==> config.mk <==
export PLATFORM = sky130hd
export DESIGN_NAME = kofn_threshold_detector_flat
export DESIGN_NICKNAME = d
export VERILOG_FILES = /design/src/rtl/kofn_threshold_detector_if.sv /design/src/rtl/kofn_threshold_detector.sv /design/src/flat_wrapper.sv
export SDC_FILE = /design/constraint.sdc
export NUM_CORES = 1
export LEC_CHECK = 0
export CAP_MARGIN = 20
export CORE_ASPECT_RATIO = 0.9
export CORE_UTILIZATION = 58
export CTS_CLUSTER_DIAMETER = 40
export DETAILED_ROUTE_END_ITERATION = 8
export PLACE_DENSITY = 0.8
export SETUP_SLACK_MARGIN = 0.5
export SLEW_MARGIN = 20
export SYNTH_ARGS = -nofsm -noshare
export SYNTH_HDL_FRONTEND = slang
export SYNTH_SLANG_ARGS = --single-unit
==> constraint.sdc <==
create_clock -name clk -period 3.5 [get_ports clk]
set_input_delay 0.35 -clock clk [delete_from_list [all_inputs] [get_ports clk]]
set_output_delay 0.35 -clock clk [all_outputs]
set_load 0.005 [all_outputs]
==> src/rtl/kofn_threshold_detector_if.sv <==
// -----------------------------------------------------------------------------
// kofn_threshold_detector_if
//
// Purpose: groups the control, data and status signals of the
// "at least K of N" threshold detector into a single bundle.
//
// Parameters:
//   N_IN   number of switch channels
//   CW     width of the popcount / threshold fields
//   CNT_W  width of the event counter
//
// Signals:
//   en           sampling enable (prescaler and debounce run while high)
//   din          raw asynchronous switch inputs
//   threshold    K, compared against the debounced popcount
//   clear        synchronous clear of the event counter (and sticky match)
//   popcount     number of debounced inputs that are high
//   match        popcount >= threshold
//   match_rise   one-cycle pulse on a 0->1 transition of match
//   event_count  saturating count of match_rise pulses
//   tick         one-cycle pulse at each debounce sample point
//
// Modports:
//   master  drives en/din/threshold/clear, observes the status outputs
//   slave   the detector itself
// -----------------------------------------------------------------------------
interface kofn_threshold_detector_if #(
    parameter int N_IN  = 8,
    parameter int CW    = $clog2(N_IN + 1),
    parameter int CNT_W = 8
);
    logic              en;
    logic [N_IN-1:0]   din;
    logic [CW-1:0]     threshold;
    logic              clear;
    logic [CW-1:0]     popcount;
    logic              match;
    logic              match_rise;
    logic [CNT_W-1:0]  event_count;
    logic              tick;

    modport master (
        output en, din, threshold, clear,
        input  popcount, match, match_rise, event_count, tick
    );

    modport slave (
        input  en, din, threshold, clear,
        output popcount, match, match_rise, event_count, tick
    );
endinterface

==> src/rtl/kofn_threshold_detector.sv <==
// -----------------------------------------------------------------------------
// kofn_threshold_detector
//
// Purpose: synchronises and debounces N_IN switch inputs, counts how many of
// the debounced inputs are high and flags when that count reaches a runtime
// threshold K ("at least K of N"). Rising edges of the flag are counted in a
// saturating event counter for display.
//
// Ports:
//   clk   system clock, all logic on the rising edge
//   rst   asynchronous, active-high reset
//   bus   kofn_threshold_detector_if.slave (en, din, threshold, clear in;
//         popcount, match, match_rise, event_count, tick out)
//
// Optional feature:
//   KOFN_STICKY_MATCH_EN  when defined, match latches high once the compare
//                         is true and holds until clear or rst; match_rise
//                         then marks only the latched 0->1 transition.
//                         When undefined, match follows the compare.
// -----------------------------------------------------------------------------
module kofn_threshold_detector #(
    parameter int N_IN        = 8,
    parameter int TICK_DIV    = 10_000_000,
    parameter int DEB_SAMPLES = 4,
    parameter int CNT_W       = 8
) (
    input  logic                          clk,
    input  logic                          rst,
    kofn_threshold_detector_if.slave      bus
);

    localparam int CW = $clog2(N_IN + 1);
    // Prescaler and debounce counter widths; never narrower than one bit.
    localparam int PW = (TICK_DIV > 1) ? $clog2(TICK_DIV) : 1;
    localparam int DW = (DEB_SAMPLES > 1) ? $clog2(DEB_SAMPLES + 1) : 1;

    localparam logic [PW-1:0]    PRESC_LAST = PW'(TICK_DIV - 1);
    localparam logic [DW-1:0]    DEB_LAST   = DW'(DEB_SAMPLES - 1);
    localparam logic [CNT_W-1:0] EVT_MAX    = {CNT_W{1'b1}};

    // Number of set bits in the debounced vector.
    function automatic logic [CW-1:0] count_ones(input logic [N_IN-1:0] v);
        logic [CW-1:0] sum;
        sum = {CW{1'b0}};
        for (int i = 0; i < N_IN; i++) begin
            sum = sum + CW'(v[i]);
        end
        return sum;
    endfunction

    // Two-flop synchroniser.
    logic [N_IN-1:0]          sync1_q, sync1_d;
    logic [N_IN-1:0]          sync2_q, sync2_d;
    // Prescaler.
    logic [PW-1:0]            presc_q, presc_d;
    logic                     tick_s;
    // Debounce state.
    logic [N_IN-1:0]          deb_q, deb_d;
    logic [N_IN-1:0][DW-1:0]  deb_cnt_q, deb_cnt_d;
    // Compare / event path.
    logic [CW-1:0]            popcount_q, popcount_d;
    logic                     cmp_s;
    logic                     match_q, match_d;
    logic                     match_rise_q, match_rise_d;
    logic [CNT_W-1:0]         event_count_q, event_count_d;

    // Synchroniser next state: shift the raw inputs through two stages.
    always_comb begin
        sync1_d = bus.din;
        sync2_d = sync1_q;
    end

    // Prescaler next state and sample tick; en low freezes the count.
    always_comb begin
        presc_d = presc_q;
        tick_s  = 1'b0;
        if (bus.en) begin
            if (presc_q == PRESC_LAST) begin
                presc_d = {PW{1'b0}};
                tick_s  = 1'b1;
            end else begin
                presc_d = presc_q + PW'(1);
                tick_s  = 1'b0;
            end
        end else begin
            presc_d = presc_q;
            tick_s  = 1'b0;
        end
    end

    // Per-channel debounce: a change is accepted after DEB_SAMPLES
    // consecutive differing ticks; any agreeing tick restarts the count.
    always_comb begin
        deb_d     = deb_q;
        deb_cnt_d = deb_cnt_q;
        for (int ch = 0; ch < N_IN; ch++) begin
            if (tick_s) begin
                if (sync2_q[ch] != deb_q[ch]) begin
                    if (deb_cnt_q[ch] == DEB_LAST) begin
                        deb_d[ch]     = sync2_q[ch];
                        deb_cnt_d[ch] = {DW{1'b0}};
                    end else begin
                        deb_cnt_d[ch] = deb_cnt_q[ch] + DW'(1);
                    end
                end else begin
                    deb_cnt_d[ch] = {DW{1'b0}};
                end
            end else begin
                deb_cnt_d[ch] = deb_cnt_q[ch];
            end
        end
    end

    // Popcount, threshold compare, match and its rising-edge pulse.
    always_comb begin
        popcount_d = count_ones(deb_q);
        cmp_s      = (popcount_q >= bus.threshold);
`ifdef KOFN_STICKY_MATCH_EN
        // Latched flag: set by the compare, dropped only by clear.
        if (bus.clear) begin
            match_d = 1'b0;
        end else begin
            match_d = match_q | cmp_s;
        end
`else
        match_d = cmp_s;
`endif
        match_rise_d = match_d & ~match_q;
    end

    // Saturating event counter; clear takes priority over an increment.
    always_comb begin
        event_count_d = event_count_q;
        if (bus.clear) begin
            event_count_d = {CNT_W{1'b0}};
        end else if (match_rise_q && (event_count_q != EVT_MAX)) begin
            event_count_d = event_count_q + CNT_W'(1);
        end else begin
            event_count_d = event_count_q;
        end
    end

    // State registers with asynchronous reset.
    always_ff @(posedge clk or posedge rst) begin
        if (rst) begin
            sync1_q       <= {N_IN{1'b0}};
            sync2_q       <= {N_IN{1'b0}};
            presc_q       <= {PW{1'b0}};
            deb_q         <= {N_IN{1'b0}};
            deb_cnt_q     <= '0;
            popcount_q    <= {CW{1'b0}};
            match_q       <= 1'b0;
            match_rise_q  <= 1'b0;
            event_count_q <= {CNT_W{1'b0}};
        end else begin
            sync1_q       <= sync1_d;
            sync2_q       <= sync2_d;
            presc_q       <= presc_d;
            deb_q         <= deb_d;
            deb_cnt_q     <= deb_cnt_d;
            popcount_q    <= popcount_d;
            match_q       <= match_d;
            match_rise_q  <= match_rise_d;
            event_count_q <= event_count_d;
        end
    end

    // Output drive.
    assign bus.popcount    = popcount_q;
    assign bus.match       = match_q;
    assign bus.match_rise  = match_rise_q;
    assign bus.event_count = event_count_q;
    assign bus.tick        = tick_s;

endmodule

==> src/flat_wrapper.sv <==
// flat-port wrapper written by rule: the top's interface ports become plain ports
module kofn_threshold_detector_flat 
#(
    parameter int N_IN        = 8,
    parameter int TICK_DIV    = 10_000_000,
    parameter int DEB_SAMPLES = 4,
    parameter int CNT_W       = 8
)
  (clk, rst, bus_en, bus_din, bus_threshold, bus_clear, bus_popcount, bus_match, bus_match_rise, bus_event_count, bus_tick);
  kofn_threshold_detector_if #(.N_IN(N_IN), .CW(4), .CNT_W(CNT_W)) bus_i ();
  input  logic clk;
  input  logic rst;
  input wire logic [$bits(bus_i.en)-1:0] bus_en;
  input wire logic [$bits(bus_i.din)-1:0] bus_din;
  input wire logic [$bits(bus_i.threshold)-1:0] bus_threshold;
  input wire logic [$bits(bus_i.clear)-1:0] bus_clear;
  output wire logic [$bits(bus_i.popcount)-1:0] bus_popcount;
  output wire logic [$bits(bus_i.match)-1:0] bus_match;
  output wire logic [$bits(bus_i.match_rise)-1:0] bus_match_rise;
  output wire logic [$bits(bus_i.event_count)-1:0] bus_event_count;
  output wire logic [$bits(bus_i.tick)-1:0] bus_tick;
  assign bus_i.en = bus_en;
  assign bus_i.din = bus_din;
  assign bus_i.threshold = bus_threshold;
  assign bus_i.clear = bus_clear;
  assign bus_popcount = bus_i.popcount;
  assign bus_match = bus_i.match;
  assign bus_match_rise = bus_i.match_rise;
  assign bus_event_count = bus_i.event_count;
  assign bus_tick = bus_i.tick;
  kofn_threshold_detector #(.N_IN(N_IN), .TICK_DIV(TICK_DIV), .DEB_SAMPLES(DEB_SAMPLES), .CNT_W(CNT_W)) u_core (.clk(clk), .rst(rst), .bus(bus_i));
endmodule
==> metrics.txt <==
fin nets 425; fill cell count between 500 and 600; Synth area leader dfrtp_1; clk slew on worst S/H paths around 0.080 ns; Worst path slowest cell fa_1; CP max FO 3; Ys Warns 0; Max Slew Vio Count 0; Critical Path AT 3.14 ns; crit path buf inv count 2; Total Wirelength 6.73 mm; Setup TNS Final 0 ns; Avg Inst Size Synth 11.3 um2; largest cells by area after synthesis dfrtp_1 55%, xnor2_1 5.6%, ha_1 5.4%; max cap viols 0; slowest stage delay, CP 0.55 ns; synth unique cells 35; Reg area 2150 um2; met2 Resource Use GR 35.6%; dpl hpwl 4.73 mm; worst path required time 3.73 ns; Synth top area share 54.6%; First-pass DRT Iterations 4; Post-DRT Antenna Nets 0; clk sink count 86; type of origin of the critical path register; CP cell instances ha_1 -> inv_1 -> fa_1 -> fa_1 -> inv_1 -> fa_2 -> fa_1 -> xor2_1; CTS root buf clkbuf_8; Synth Register Bits 86; min Tclk post-route 2.91 ns; final hold vios 0; Slew headroom 40.4%; VDD IR max 296 uV; leakage 0.00220 uW; placed cells around 470; Synth Net Count 387; worst skew pair latency 0.35 ns; Top Usage Layer GRT met2; Non-Filler Instances about 480; n_diodes 0; PortBufs 30; critical path capture point type register; Power Dens Cells roughly 430 nW/um2; Post-Syn Instances 350; CP delay by family, top adder cells; cell repeated most along the worst path fa_1; area of the multi-input gates roughly 1700 um2; hold buffer count at cts 0; worst hold path type register to register; M3 GR Usage 7.09%; FP Rows 28; Die Height 80.2 um; I/O pin total 31; Final setup viols 0; status finished, final reports clean; Die X 88.9 um; DR WL/cell 13.9 um; RSZ-0062 raised after global routing false; Starting DRT DRC Count 162; gpl congestion 0.842; Mapped Area between 3000 and 4000 um2; Tot GR Track Use 21.9%; most frequent cells in the layout 86 x dfrtp_1, 40 x nand2_1, 34 x nor2_1; total CTS buffers 9; ratio of cells with drive above 1 in the final layout under 10%; H-Tree Depth 3; largest net degree at the start of global routing 37; via density per instance 5.36; gr ovfl total 0; CTS tree done; clk_skew 0.0115 ns; commonest non-fill, non-tap cell in the layout dfrtp_1; core region area between 6000 and 7000 um2; initial antenna violation count 0; vias in the first global route roughly 2600; Least-Margin Pin Slew 0.894 ns; # DRC 0; Max Buffers Root-to-Sink 2; final period utilization ~83%; met1 usage 27.9%; Synth-to-Final Area Change 15.1%; global-route wire length before repair 11.6 mm; Die ar. slightly above 7000 um2; Starting Density 59.9%; WS Path Type register to register; Seq/Total Area, Yosys between 50% and 60%; f_max 344 MHz; vias roughly 2600
==> through the flow <==
step                cell area, um2  worst slack [ns]  utilization, %  hold WS [ns]  total power [uW]
global placement              4330             0.601            65.7         0.332              1260
floorplan                     3940             0.638               -         0.331              1220
detailed placement            4330             0.525            65.7         0.335              1270
global route                  4540             0.502            68.9         0.358              2020
finish                        4540             0.592            68.9         0.351              1930
CTS                           4520             0.506            68.6         0.353              1950
==> final cells by class <==
cell class	instances	area share, %
Multi-Input combinational cell	238	36.8
Timing Repair Buffer	36	7.61
Sequential cell	86	47.4
Clock buffer	13	3.28
Inverter	17	1.43
Tap cell	90	2.48
Clock inverter	3	0.965
==> cells in the mapped netlist (all sizes together) <==
cell	instances
and4	3
ha	17
a21o	7
mux2i	6
nor2b	12
or4	1
a21oi	4
and2	1
nand2	40
xor2	10
nand4	10
xnor2	25
or3	3
dfrtp	86
nand3b	4
nor3	6
nand3	16
nor4b	2
mux2	8
inv	17
nor2	34
o21ai	5
nor4	8
nand2b	1
o21a	8
buf	9
and3	3
fa	4
==> final timing paths <==
| path | startpoint | to | slack (ns) | cells past startpoint |
|---|---|---|---|---|
| worst min register to register | u_core.sync1_q[4] | u_core.sync2_q[4] | 0.35 | 0 |
| min in group asynchronous | rst | u_core.bus.event_count[2] | 0.36 | 2 |
| worst max register to register | u_core.deb_q[1] | u_core.bus.popcount[2] | 0.59 | 8 |
| worst min-delay path | u_core.sync1_q[4] | u_core.sync2_q[4] | 0.35 | 0 |
| worst max-delay path | u_core.deb_q[1] | u_core.bus.popcount[2] | 0.59 | 8 |
| max in group asynchronous | rst | u_core.deb_cnt_q[21] | 2.37 | 3 |
==> what timing repair did <==
item,4_1_cts,5_1_grt
gates resized for setup,0,1
hold endpoints to repair,0,0
endpoints found under the setup margin,0,1
buffers inserted,0,2
==> sequential cells by signal (all words and copies together) (netlist names) <==
register and count:
u_core.deb_cnt_q 24, u_core.presc_q 24, u_core.bus.event_count 8, u_core.deb_q 8, u_core.sync1_q 8, u_core.sync2_q 8, u_core.bus.popcount 4, u_core.bus.match 1
u_core.bus.match_rise 1
==> kinds of logic after synthesis <==
| family | synth area share (%) |
|---|---|
| buffers and inverters | 3.14 |
| XOR/XNOR | 7.78 |
| AO/OA/AOI/OAI | 4.00 |
| multiplexers | 3.81 |
| AND/OR/NAND/NOR | 19.3 |
| flip-flops | 54.6 |
| adder cells (fa/ha/maj) | 7.43 |
==> where the power goes <==
| part | switching (uW) | internal (uW) |
|---|---|---|
| Clock | 336 | 351 |
| Sequential | 47.9 | 1040 |
| Combinational | 84.2 | 72.7 |
==> routing by layer <==
metal / part of all wire, % / wire [um] / up-vias
li1: - / - / 1255
met2: 49 / 3330 / 52
met5: 0 / 0 / -
met1: 46 / 3070 / 1276
met3: 4.1 / 275 / 6
met4: 0.74 / 50 / 0
Power figures use the tool's default switching activity.
